===== src/rtl/systolic_pkg.sv =====
// Shared parameters and FSM encoding for the systolic array front end.
package systolic_pkg;
    localparam int N         = 4;
    localparam int DW        = 32;
    localparam int PE_LAT    = 1;
    localparam int FEED_CYC  = 2*N - 1;
    localparam int DRAIN_CYC = N - 1 + PE_LAT;

    typedef enum logic [2:0] {
        IDLE  = 3'd0,
        CLEAR = 3'd1,
        FEED  = 3'd2,
        DRAIN = 3'd3,
        DONE  = 3'd4
    } feeder_state_t;
endpackage


===== src/rtl/skew_lane_mux.sv =====
// One edge lane of the diagonal skew: selects vec[step - lane] inside the
// valid window, zero padding outside it.
module skew_lane_mux #(
    parameter int N  = 4,
    parameter int DW = 32,
    parameter int CW = 3
) (
    input  logic [$clog2(N)-1:0]  lane,
    input  logic [CW-1:0]         step,
    input  logic [N-1:0][DW-1:0]  vec,
    output logic [DW-1:0]         operand
);
    localparam int LW = $clog2(N);

    logic [CW-1:0] idx;

    always_comb begin
        idx     = step - CW'(lane);
        operand = '0;
        // Unsigned wrap of idx is harmless: the step >= lane guard runs first.
        if (step >= CW'(lane) && idx < CW'(N))
            operand = vec[idx[LW-1:0]];
    end
endmodule


===== src/rtl/systolic_skew_feeder.sv =====
// Operand buffer plus sequencer that clears the array and streams A/B
// diagonally skewed into its left and top edges.
module systolic_skew_feeder #(
    parameter int N      = systolic_pkg::N,
    parameter int DW     = systolic_pkg::DW,
    parameter int PE_LAT = systolic_pkg::PE_LAT
) (
    input  logic                  clk,
    input  logic                  rst_n,
    input  logic                  wr_en,
    input  logic                  wr_sel,
    input  logic [$clog2(N)-1:0]  wr_row,
    input  logic [$clog2(N)-1:0]  wr_col,
    input  logic [DW-1:0]         wr_data,
    output logic                  wr_ready,
    input  logic                  start,
    output logic                  busy,
    output logic                  acc_clr,
    output logic [N*DW-1:0]       row_bus,
    output logic [N*DW-1:0]       col_bus,
    output logic                  feed_valid,
    output logic                  done
);
    import systolic_pkg::*;

    localparam int LW = $clog2(N);
    localparam int CW = $clog2(2*N);
    localparam logic [CW-1:0] FEED_END  = CW'(2*N - 2);
    localparam logic [CW-1:0] DRAIN_END = CW'(N - 2 + PE_LAT);

    feeder_state_t state, state_nxt;
    logic [CW-1:0] cnt, cnt_nxt;

    logic [N-1:0][N-1:0][DW-1:0] mat_a, mat_b, b_cols;
    logic [N*DW-1:0] row_nxt, col_nxt;

    // Operand buffer is intentionally not reset so it survives a mid-run reset.
    always_ff @(posedge clk) begin
        if (wr_en && wr_ready) begin
            if (wr_sel) mat_b[wr_row][wr_col] <= wr_data;
            else        mat_a[wr_row][wr_col] <= wr_data;
        end
    end

    always_comb begin
        state_nxt = state;
        cnt_nxt   = cnt;
        case (state)
            IDLE: if (start) begin
                state_nxt = CLEAR;
                cnt_nxt   = '0;
            end
            CLEAR: begin
                state_nxt = FEED;
                cnt_nxt   = '0;
            end
            FEED: if (cnt == FEED_END) begin
                state_nxt = DRAIN;
                cnt_nxt   = '0;
            end else begin
                cnt_nxt = cnt + 1'b1;
            end
            DRAIN: if (cnt == DRAIN_END) begin
                state_nxt = DONE;
                cnt_nxt   = '0;
            end else begin
                cnt_nxt = cnt + 1'b1;
            end
            DONE: begin
                state_nxt = IDLE;
                cnt_nxt   = '0;
            end
            default: begin
                state_nxt = IDLE;
                cnt_nxt   = '0;
            end
        endcase
    end

    // Lanes look at cnt_nxt so the registered bus shows step t during FEED step t.
    for (genvar i = 0; i < N; i++) begin : g_lane
        for (genvar k = 0; k < N; k++) begin : g_col
            assign b_cols[i][k] = mat_b[k][i];
        end

        skew_lane_mux #(.N(N), .DW(DW), .CW(CW)) u_row (
            .lane    (LW'(i)),
            .step    (cnt_nxt),
            .vec     (mat_a[i]),
            .operand (row_nxt[i*DW +: DW])
        );

        skew_lane_mux #(.N(N), .DW(DW), .CW(CW)) u_col (
            .lane    (LW'(i)),
            .step    (cnt_nxt),
            .vec     (b_cols[i]),
            .operand (col_nxt[i*DW +: DW])
        );
    end

    always_ff @(posedge clk or negedge rst_n) begin
        if (!rst_n) begin
            state      <= IDLE;
            cnt        <= '0;
            busy       <= 1'b0;
            acc_clr    <= 1'b0;
            feed_valid <= 1'b0;
            done       <= 1'b0;
            row_bus    <= '0;
            col_bus    <= '0;
        end else begin
            state      <= state_nxt;
            cnt        <= cnt_nxt;
            busy       <= (state_nxt != IDLE);
            acc_clr    <= (state_nxt == CLEAR);
            feed_valid <= (state_nxt == FEED);
            done       <= (state_nxt == DONE);
            row_bus    <= (state_nxt == FEED) ? row_nxt : '0;
            col_bus    <= (state_nxt == FEED) ? col_nxt : '0;
        end
    end

    assign wr_ready = ~busy;
endmodule

===== config.mk =====
export PLATFORM = sky130hd
export DESIGN_NAME = systolic_skew_feeder
export DESIGN_NICKNAME = d
export VERILOG_FILES = /design/src/rtl/systolic_pkg.sv /design/src/rtl/skew_lane_mux.sv /design/src/rtl/systolic_skew_feeder.sv
export SDC_FILE = /design/constraint.sdc
export NUM_CORES = 1
export LEC_CHECK = 0
export ABC_AREA = 1
export BUFFER_PORTS_ARGS = -buffer_cell sky130_fd_sc_hd__buf_4
export CAP_MARGIN = 20
export CORE_MARGIN = 8
export CORE_UTILIZATION = 50
export CTS_CLUSTER_DIAMETER = 120
export DETAILED_ROUTE_END_ITERATION = 8
export GPL_TIMING_DRIVEN = 0
export PLACE_DENSITY = 0.63
export SYNTH_ARGS = -nofsm -noshare
export SYNTH_HDL_FRONTEND = slang
export SYNTH_SLANG_ARGS = --single-unit
export TNS_END_PERCENT = 50

===== constraint.sdc =====
create_clock -name clk -period 3 [get_ports clk]
set_input_delay 0.45 -clock clk [delete_from_list [all_inputs] [get_ports clk]]
set_output_delay 0.45 -clock clk [all_outputs]
set_load 0.1 [all_outputs]

==> metrics.txt <==
Die Y 341 um; crit-path max FO 10; Vias/cell 5.38; ranking of synthesized cells by area edfxtp_1, dfrtp_1, inv_1; CTS tree yes; Syn Inst Count 4687; crit-path max cell delay 0.52 ns; TritonRoute pass-1 iters 6; Slew Limit Headroom 24.6%; nets 5200; Post-synth EDFFs 1024; YS warnings 0; Final setup viols 0; Max stage delay cell, worst path buf_2; Die W 341 um; Netlist cell types 22; first-pass GRT wire length 219000 um; clock skew 0.0217 ns; Data required, critical path 3.57 ns; initial antenna violation count 13; Yosys reg bits 1290; reg2reg setup slack 0.08 ns; Core Area 105000 sq um; final setup TNS 0 ns; Worst-Margin Slew 1.13 ns; Seq/Total Area, Yosys 70.9%; port bufs 301; worst path bufs/invs 2; Syn Area/Cell 11.3 sq um; GRT Residual Overflow 0; die footprint 116000 sq um; Tmin final 2.92 ns; fin crit share 97.5%; Syn Nets 4736; Main synth FF type edfxtp_1; Clock Latency Late Sink 0.74 ns; most common cell in the netlist inv_1; Fin. Hold Viols 0; Inserted Clock Buffers 138; maxcap violations 0; row cnt 119; worst setup margin 0.0751 ns; clock root cell clkbuf_16; family with the most delay on the worst path buffers and inverters; WL/cell 22.6 um; Max Fclk 0.342 GHz; ratio of cells with drive above 1 in the final layout 16.6%; RD Place Congestion 0.847; post-synth top area cell edfxtp_1; clock slew at reported path FFs 0.06 ns; Clock Path Buffers 3; asr flop ratio synth 20.6%; IO Count 302; crit path DAT 3.49 ns; dpl ws -1.52 ns; Reg area 37400 sq um; Synth top area share 58.3%; antenna viol nets, final 0; Core Util, Final 59.6%; area of the multi-input gates 10300 sq um; number of fill cells 8482; largest net degree at the start of global routing 108; outcome finished clean; H-tree levels 4; WS Path Type reg -> reg; Routed WL 150000 um; Via Count 35800; gr usage total 25.3%; top cells by count, synth inv_1, edfxtp_1, nand2_1, nand3_1, nand4_1; Starting Density 50.3%; Max Slew Vio Count 0; DR iter-0 viols 4220; cell mode on critical path buf_2; P&R area growth vs syn 18.6%; vias in the first global route 34100; mapped cell area 52800 sq um; clock sink count 1290; Hold WC Path Type in -> reg; hpwl dp 94700 um; CP Capture Type flip-flop; Cell Chain, Critical Path ha_1, ha_2, nor2_1, nand2_1, nand3b_4, buf_2, buf_2, nand3_1, a21oi_1; RSZ-0062 raised after global routing yes; critical path launch point type flip-flop; DRC 0
metal layers:
metal  up-vias  track usage [%]  routed length (um)
li1      16600                -                   -
met1     17300             34.7               61400
met2      1627             40.1               69600
met3       297             4.61               12900
met4         0             10.4                6470
met5         -                0                   0
cell type report:
cell class / count / share of cell area, %
flip-flops and latches: 1290 / 59.8
multi-input cells: 1973 / 16.4
inverters: 1114 / 6.69
clock buffers: 201 / 6.54
repair buffers: 330 / 4.48
well taps: 1391 / 2.78
plain buffers: 304 / 2.63
clock inverters: 53 / 0.692
diodes: 5 / 0.0200
worst register-to-register path: stages, from the launching register on:
cell,delay (ns)
dfrtp_1,0.40
ha_1,0.23
ha_2,0.20
nor2_1,0.09
nand2_1,0.10
nand3b_4,0.11
buf_2,0.52
buf_2,0.44
nand3_1,0.14
a21oi_1,0.52
sequential cells by signal, summed over array words and instances (netlist names):
name,count
mat_a,512
acc_clr,1
row_bus,128
feed_valid,1
busy,1
cnt,3
col_bus,128
state,3
b_cols,512
done,1
final timing paths:
kind,startpoint,to,cells past startpoint
setup reg to reg,cnt[0]$_DFF_PN0_,col_bus[3]$_DFF_PN0_,9
hold / removal,start,state[0]$_DFF_PN0_,3
hold reg to reg,state[2]$_DFF_PN0_,state[2]$_DFF_PN0_,1
max in group asynchronous,rst_n,row_bus[82]$_DFF_PN0_,3
min in group asynchronous,rst_n,row_bus[48]$_DFF_PN0_,2
setup / recovery,cnt[0]$_DFF_PN0_,col_bus[3]$_DFF_PN0_,9
placed cells by master, fill, tap and decap left out, types with 11 or more instances in the layout:
cell          n
clkbuf_1     97
buf_6        12
nand2_1     673
clkinv_2     20
clkbuf_16   148
clkbuf_2     18
buf_4       313
nand3_1     518
dfrtp_1     264
edfxtp_1   1024
clkbuf_4     11
buf_12       20
inv_1      1099
clkbuf_8     20
inv_2        14
a21oi_2      32
nor2_4       33
buf_2       178
clkinv_1     14
nor2_1       19
nand4_1     514
a21oi_1     151
kinds of logic after synthesis:
family | count (synthesis) | share of synthesized area [%]
buffers and inverters | 1424 | 10.7
DFF | 1290 | 70.9
AOI/OAI and AO/OA | 194 | 1.84
and+or+nand+nor | 1771 | 16.4
adders and majority gates | 8 | 0.190
what timing repair did:
action                                  4_1_cts  5_1_grt
hold endpoints to repair                     53        0
hold buffers                                  1        0
buffers inserted                              2        6
gates resized for setup                     110       64
pin swaps                                    11        8
endpoints found under the setup margin      740      363
through the flow:
stage                     hold WS (ns)  instance area (sq um)  cells
after floorplan                  0.154                  53000   4687
after global placement           0.553                  57000   6379
after detailed placement         0.399                  57300   6393
after CTS                       0.0672                  62300   6647
after global routing             0.104                  62600   6656
final                            0.122                  62600   6661
Power is not shown: default switching activity piles up to over one toggle a cycle in this logic, so the estimate is an artifact.
